<file path="src/rtl/hamming_encoder_tx.sv">
// Hamming(15,11) encoder and serial transmitter; frames go out LSB first,
// optionally with one bit flipped on the line to exercise the receiver.
//
// state | meaning
// IDLE  | in_ready high, waiting for in_valid to capture a word
// SHIFT | frame on the line, sh[idx] driven for BIT_CYCLES cycles per bit
module hamming_encoder_tx #(
    parameter int BIT_CYCLES = 1
) (
    input  logic        clk,
    input  logic        rst_n,
    input  logic [10:0] in_data,
    input  logic [3:0]  in_err_pos,
    input  logic        in_valid,
    output logic        in_ready,
    output logic [14:0] cw_out,
    output logic        cw_valid,
    output logic        tx_bit,
    output logic        tx_valid,
    output logic        tx_start,
    output logic        tx_done
);

    typedef enum logic {IDLE, SHIFT} state_t;

    localparam logic [7:0] CNT_LOAD = 8'(BIT_CYCLES - 1);

    state_t      state;
    logic [14:0] sh;
    logic [3:0]  idx;
    logic [7:0]  cnt;

    logic [14:0] cw;
    logic [14:0] err_mask;
    logic [14:0] sh_load;
    logic        bit_last;
    logic [3:0]  idx_nxt;
    logic [7:0]  cnt_nxt;

    always_comb begin
        cw        = '0;
        cw[2]     = in_data[0];
        cw[4]     = in_data[1];
        cw[5]     = in_data[2];
        cw[6]     = in_data[3];
        cw[14:8]  = in_data[10:4];
        cw[0]     = cw[2] ^ cw[4] ^ cw[6] ^ cw[8] ^ cw[10] ^ cw[12] ^ cw[14];
        cw[1]     = cw[2] ^ cw[5] ^ cw[6] ^ cw[9] ^ cw[10] ^ cw[13] ^ cw[14];
        cw[3]     = cw[4] ^ cw[5] ^ cw[6] ^ cw[11] ^ cw[12] ^ cw[13] ^ cw[14];
        cw[7]     = cw[8] ^ cw[9] ^ cw[10] ^ cw[11] ^ cw[12] ^ cw[13] ^ cw[14];
        err_mask  = '0;
        if (in_err_pos != 4'd0) begin
            err_mask[in_err_pos - 4'd1] = 1'b1;
        end
        sh_load = cw ^ err_mask;
    end

    // Bit timer counts down; terminal count marks the last cycle of a bit.
    assign bit_last = (cnt == 8'd0);
    assign idx_nxt  = bit_last ? idx + 4'd1 : idx;
    assign cnt_nxt  = bit_last ? CNT_LOAD : cnt - 8'd1;

    always_ff @(posedge clk or negedge rst_n) begin
        if (!rst_n) begin
            state    <= IDLE;
            in_ready <= 1'b1;
            cw_out   <= '0;
            cw_valid <= 1'b0;
            sh       <= '0;
            idx      <= '0;
            cnt      <= '0;
            tx_bit   <= 1'b0;
            tx_valid <= 1'b0;
            tx_start <= 1'b0;
            tx_done  <= 1'b0;
        end else begin
            cw_valid <= 1'b0;
            case (state)
                IDLE: begin
                    if (in_valid) begin
                        state    <= SHIFT;
                        in_ready <= 1'b0;
                        cw_out   <= cw;
                        cw_valid <= 1'b1;
                        sh       <= sh_load;
                        idx      <= '0;
                        cnt      <= CNT_LOAD;
                        tx_bit   <= sh_load[0];
                        tx_valid <= 1'b1;
                        tx_start <= 1'b1;
                        tx_done  <= 1'b0;
                    end
                end
                SHIFT: begin
                    if (bit_last && idx == 4'd14) begin
                        state    <= IDLE;
                        in_ready <= 1'b1;
                        idx      <= '0;
                        cnt      <= '0;
                        tx_bit   <= 1'b0;
                        tx_valid <= 1'b0;
                        tx_start <= 1'b0;
                        tx_done  <= 1'b0;
                    end else begin
                        idx      <= idx_nxt;
                        cnt      <= cnt_nxt;
                        tx_bit   <= sh[idx_nxt];
                        tx_start <= (idx_nxt == 4'd0);
                        // Registered, so raised on the edge entering bit 14's last cycle.
                        tx_done  <= (idx_nxt == 4'd14) && (cnt_nxt == 8'd0);
                    end
                end
                default: state <= IDLE;
            endcase
        end
    end

endmodule

</file>
<file path="config.mk">
export PLATFORM = sky130hd
export DESIGN_NAME = hamming_encoder_tx
export DESIGN_NICKNAME = d
export VERILOG_FILES = /design/src/rtl/hamming_encoder_tx.sv
export SDC_FILE = /design/constraint.sdc
export NUM_CORES = 1
export LEC_CHECK = 0
export ABC_AREA = 1
export CAP_MARGIN = 20
export CORE_UTILIZATION = 39
export DETAILED_ROUTE_END_ITERATION = 6
export PLACE_DENSITY_LB_ADDON = 0.12
export REMOVE_ABC_BUFFERS = 1
export SLEW_MARGIN = 40
export SYNTH_ARGS = -nofsm -noshare
export SYNTH_HDL_FRONTEND = slang
export SYNTH_SLANG_ARGS = --single-unit
</file>
<file path="constraint.sdc">
create_clock -name clk -period 1.94 [get_ports clk]
set_input_delay 0.582 -clock clk [delete_from_list [all_inputs] [get_ports clk]]
set_output_delay 0.582 -clock clk [all_outputs]
set_load 0.02 [all_outputs]
</file>
==> results of run 1 <==
-- per-layer routing --
layer | global-route usage, % | vias to the layer above | wire (um)
met1 | 26.7 | 1194 | 3270
met4 | 3.64 | 0 | 66
met2 | 33.6 | 64 | 3260
met5 | 0 | - | 0
met3 | 3.13 | 8 | 225
li1 | - | 1329 | -
-- worst paths after layout --
| path | from | to | cells past startpoint |
|---|---|---|---|
| worst max register to register | cnt[1] | tx_bit | 12 |
| worst min register to register | tx_valid | tx_valid | 2 |
| worst max-delay path | cw_out[3] | cw_out[3] | 1 |
| min in group clk | tx_valid | tx_valid | 2 |
| max in group asynchronous | rst_n | in_ready | 2 |
| worst min-delay path | rst_n | cnt[2] | 2 |
-- cells in the final DEF (no fill, tap or decap), types with 4 or more instances in the layout --
master and n:
dfrtp_1 48, nand4_1 5, a21oi_1 7, nor2_2 4
clkbuf_8 5, nand2_1 87, inv_1 45, nor2_1 29
xor2_1 14, o21ai_0 27, xnor2_1 6, o22ai_1 6
nand3_1 30, dlymetal6s2s_1 6, a22oi_1 4, clkdlybuf4s50_1 28
buf_4 52
-- sequential cells by signal, summed over array words and instances, names as in the netlist, 4 cells and up --
register	cells
sh	15
cw_out	15
idx	4
cnt	8
-- cell type report --
type	count	area [um2]	area share, %
Tap cell	96	120	3.10
Multi-Input combinational cell	254	1450	37.4
Inverter	46	173	4.46
Clock buffer	5	68.8	1.78
Clock inverter	3	21.3	0.549
Sequential cell	49	1230	31.7
Timing Repair Buffer	92	817	21.1
-- through the flow --
step	TNS (ns)	worst slack, ns	utilization (%)	power, mW
finish	0	0.0656	56.1	2.18
global route	-0.0547	-0.0547	56.1	2.30
CTS	0	0.00243	53.9	2.18
detailed placement	-2.70	-0.345	52.7	1.55
global placement	-2.36	-0.344	52.7	1.55
floorplan	-1.25	-0.243	-	1.32
-- cells in the mapped netlist (all sizes together) (2+ instances only) --
| cell type | count |
|---|---|
| o31ai | 3 |
| o22ai | 6 |
| a21oi | 7 |
| dfrtp | 48 |
| inv | 45 |
| nand2 | 92 |
| nand3 | 31 |
| a22oi | 4 |
| nor3 | 3 |
| buf | 4 |
| xnor2 | 8 |
| nand4 | 5 |
| o221ai | 2 |
| o21ai | 31 |
| nor2 | 36 |
| o21a | 3 |
| ha | 3 |
| xor2 | 18 |
| clkbuf | 6 |
-- what timing repair did --
item | CTS | global route
hold buffers | 0 | 0
pin swaps | 1 | 12
endpoints found under the setup margin | 2 | 9
setup buffers | 0 | 8
endpoints found under the hold margin | 0 | 0
gates resized for setup | 3 | 18
-- cells by family after synthesis --
| kind of cell | after synthesis |
|---|---|
| mux | 1 |
| xor+xnor | 26 |
| fa+ha+maj | 3 |
| compound gates | 57 |
| buf+inv | 56 |
| flops | 49 |
| simple gates | 167 |
-- power groups by stage --
stage	combinational (mW)	clock, mW	sequential [mW]
detailed placement	0.421	0	1.13
CTS	0.420	0.649	1.11
floorplan	0.161	0	1.16
finish	0.441	0.629	1.11
global route	0.486	0.690	1.12
global placement	0.417	0	1.13
==> summary.txt, run 1 <==
dpl hpwl: 5200 um
Ys Warns: 0
PortBufs: 38
Synth Area in Adders: 1.33%
register area share after synthesis: 43.5%
Least-Margin Pin Slew: 0.389 ns
initial antenna violation count: 0
largest family of logic cells by synthesized area: simple AND/OR/NAND/NOR gates
crit-path cells: clkdlybuf4s50_1
CTS buffer count: 5
Seq cells post-synth: 49
area grow syn2layout: 37.3%
crit path capture type: output port
Post-synth EDFFs: 0
max_slew headroom: 73.9%
Psw: 629 uW
post-synthesis mux area share: 0.399%
Power Density: 564 nW/um2
RSZ-0062 raised after global routing: yes
wire per inst: 12.5 um
post-synthesis compound-gate area fraction: 12.9%
placed cell area: 3640 um2
Die Ht: 87.1 um
sequential share of power: 51.0%
Tot GR Track Use: 19.8%
Vias/cell: 4.76
ant diodes: 0
dpl cells: 529
post-synthesis cell count: 359
Filler cells: 684
worst path required time: 1.36 ns
slowest CP cell: clkdlybuf4s50_1
DR pass1 iterations: 4
leakage power: 1.94 nW
Final Max Tran Viols: 0
die area: 7580 um2
Worst setup SP type: flip-flop
drt total wl: 6820 um
peak supply drop: 0.338 mV
number of max-cap violations: 0
Setup Viol. Count Final: 0
clk root buf: clkbuf_8
Net Sw Frac: 28.8%
DR vias: 2,595
Cell Int Power: 1.56 mW
area share of xor/xnor cells in the synthesized design: 8.33%
synth top area cells: dfrtp_1, nand2_1, inv_1
DR DRC count: 0
leading area contributor after synthesis: dfrtp_1
first-pass GRT wire length: 11,700 um
Clock Skews: 0.00228 ns
Clk pwr share: 28.8%
Final Hold Fails: 0
Async SR Flop Fraction: 100%
post-route antenna net violation count: 0
Final nets: 469
Iteration-0 DRC Markers: 91
CTS tree: yes
Synth Area in Simple Gates: 25.7%
syn_area_per_cell: 7.86 um2
largest net degree at the start of global routing: 50
status: completed
number of global-route vias before repair: 2,507
non-filler cells, final: 545
CP Class: flip-flop to output port
Peak Freq: 0.534 GHz
htree depth: 2
Cell variety after synth: 31
CP Max Fanout: 2
Ports: 39
routability cong.: 0.893
Mapped Area: 2820 um2
Die X-Extent: 87.1 um
layout cells sized above 1: 20.0%
max incr delay on CP: 0.61 ns
Design Area, Final: 3870 um2
Site Rows: 30
CP bufs+invs: 1
clk_lat worst skew: 0.30 ns
CTS Buffer Depth: 2
CP Data Arrival Time: 1.29 ns
Logic pwr share: 20.2%
Initial Util: 40.9%
clk slew on worst S/H paths: 0.10 ns
Tightest Hold Check Type: primary input to async pin
Final Cycle Share: 96.6%
top_reg_cell synth: dfrtp_1
area share of the largest cell type after synthesis: 42.6%
clk sink count: 49
top cell family by delay on the critical path: buffers and inverters
core area: 6910 um2
final hold slack: 0.235 ns
minimum setup slack among reg-to-reg paths: 0.13 ns
Final min period: 1.87 ns
GRT overflow: 0
(Power assumes the default switching activity.)
==> run 2, diff against run 1 <==
- CORE_UTILIZATION: 39 -> 50
- SLEW_MARGIN: 40 -> 25
==> summary.txt, run 2 (synthesis results as in run 1) <==
DR DRC count: 0
Core Util, Final: 72.2%
final hold slack: 0.185 ns
hold_buf cts: 0
Top Registers: cw_out: 15 flops, sh: 15 flops, cnt: 8 flops
DR pass1 iterations: 4
PortBufs: 38
Die Ht: 77.1 um
Site Rows: 26
Setup crit end: cw_out[14]
WP depth: 1
Design Area, Final: 3800 um2
Cell Int Power: 1.55 mW
Initial Util: 53.6%
CP Max Fanout: 2
leading cell types in the layout, fill and taps excluded: nand2_1, dfrtp_1, buf_4
crit path from: cw_out[14]
layout cells sized above 1: 19.4%
CTS Buffer Depth: 2
Final Hold Fails: 0
Final Max Tran Viols: 0
Iteration-0 DRC Markers: 147
Least-Margin Pin Slew: 0.401 ns
Power Density: 566 nW/um2
number of global-route vias before repair: 2,495
Logic pwr share: 20.9%
area grow syn2layout: 34.8%
die area: 5950 um2
largest net degree at the start of global routing: 23
reg2reg start: cnt[1]
CP Data Arrival Time: 1.28 ns
Ports: 39
commonest non-fill, non-tap cell in the layout: nand2_1
Tightest Hold Check Type: primary input to async pin
RSZ-0062 raised after global routing: yes
total power: 2.15 mW
ant diodes: 0
Place WS: -0.406 ns
CP bufs+invs: 1
dpl hpwl: 5240 um
crit-path cells: clkdlybuf4s50_1
peak supply drop: 0.322 mV
Psw: 597 uW
Setup Viol. Count Final: 0
top cell family by delay on the critical path: buffers and inverters
Setup TNS: 0 ns
minimum setup slack among reg-to-reg paths: 0.10 ns
CTS buffer count: 5
Worst setup SP type: flip-flop
first-pass GRT wire length: 11,400 um
Die X-Extent: 77.1 um
Peak Freq: 0.537 GHz
R2R Path End: tx_bit
Final Cycle Share: 96.0%
core area: 5270 um2
htree depth: 2
GRT overflow: 0
Setup WS post-layout: 0.0780 ns
placed cell area: 3550 um2
leakage power: 1.90 nW
Tot GR Track Use: 24.3%
drt total wl: 7050 um
clk_lat worst skew: 0.31 ns
max_slew headroom: 73.2%
Final nets: 463
dpl cells: 497
clk slew on worst S/H paths: 0.10 ns
Net Sw Frac: 27.8%
post-route antenna net violation count: 0
r2r worst-path depth: 11
wire per inst: 13.7 um
status: completed
DR vias: 2,633
sequential share of power: 51.7%
number of max-cap violations: 0
crit path capture type: output port
Clk pwr share: 27.4%
initial antenna violation count: 0
worst path required time: 1.36 ns
slowest CP cell: clkdlybuf4s50_1
CTS tree: yes
Vias/cell: 5.13
clk sink count: 49
clk root buf: clkbuf_8
Final min period: 1.86 ns
routability cong.: 0.859
max incr delay on CP: 0.61 ns
CP Class: flip-flop to output port
non-filler cells, final: 513
Clock Skews: 0.0122 ns
==> run 2: cell count changes in the layout (fill, tap and decap cells not counted), moves of 2 or more <==
cell             delta
inv_1               -2
inv_2               +2
buf_4               -5
clkbuf_1            +2
clkdlybuf4s50_1     +2
==> run 2: area by class of cell <==
type	count	area, um2
Sequential cell	49	1230
Fill cell	442	1470
Multi-Input combinational cell	254	1480
Clock inverter	1	5.00
Inverter	46	173
Timing Repair Buffer	86	758
Tap cell	70	87.6
Clock buffer	7	76.3
==> run 2: what timing repair did <==
item                                   CTS  global route
endpoints found under the hold margin    0             0
setup endpoints to repair                2             9
resized for setup                        3            22
pin swaps                                0            11
buffers inserted                         0             8
==> run 2: how the worst min path moves through the flow <==
stage | startpoint | to | slack [ns] | cells past startpoint
after global placement | tx_valid | tx_valid | 0.46 | 2
final | rst_n | cnt[2] | 0.18 | 1
after global routing | rst_n | cnt[2] | 0.20 | 1
after detailed placement | tx_valid | tx_valid | 0.46 | 2
after floorplan | rst_n | cnt[0] | 0.29 | 0
after CTS | rst_n | cnt[2] | 0.19 | 1
==> run 2: power by group through the flow <==
stage	Combinational (mW)	Sequential, mW	Clock (mW)
after floorplan	0.161	1.16	0
after global placement	0.409	1.13	0
after detailed placement	0.417	1.13	0
after CTS	0.419	1.11	0.612
after global routing	0.493	1.12	0.637
final	0.450	1.11	0.590
==> run 2: per-layer routing <==
metal  GRT usage, %  up-vias  share of wire [%]
li1               -     1319                  -
met1           30.5     1234                 44
met2           42.5       64                 50
met3           4.17       16                4.1
met4           7.36        0                2.2
met5              0        -                  0
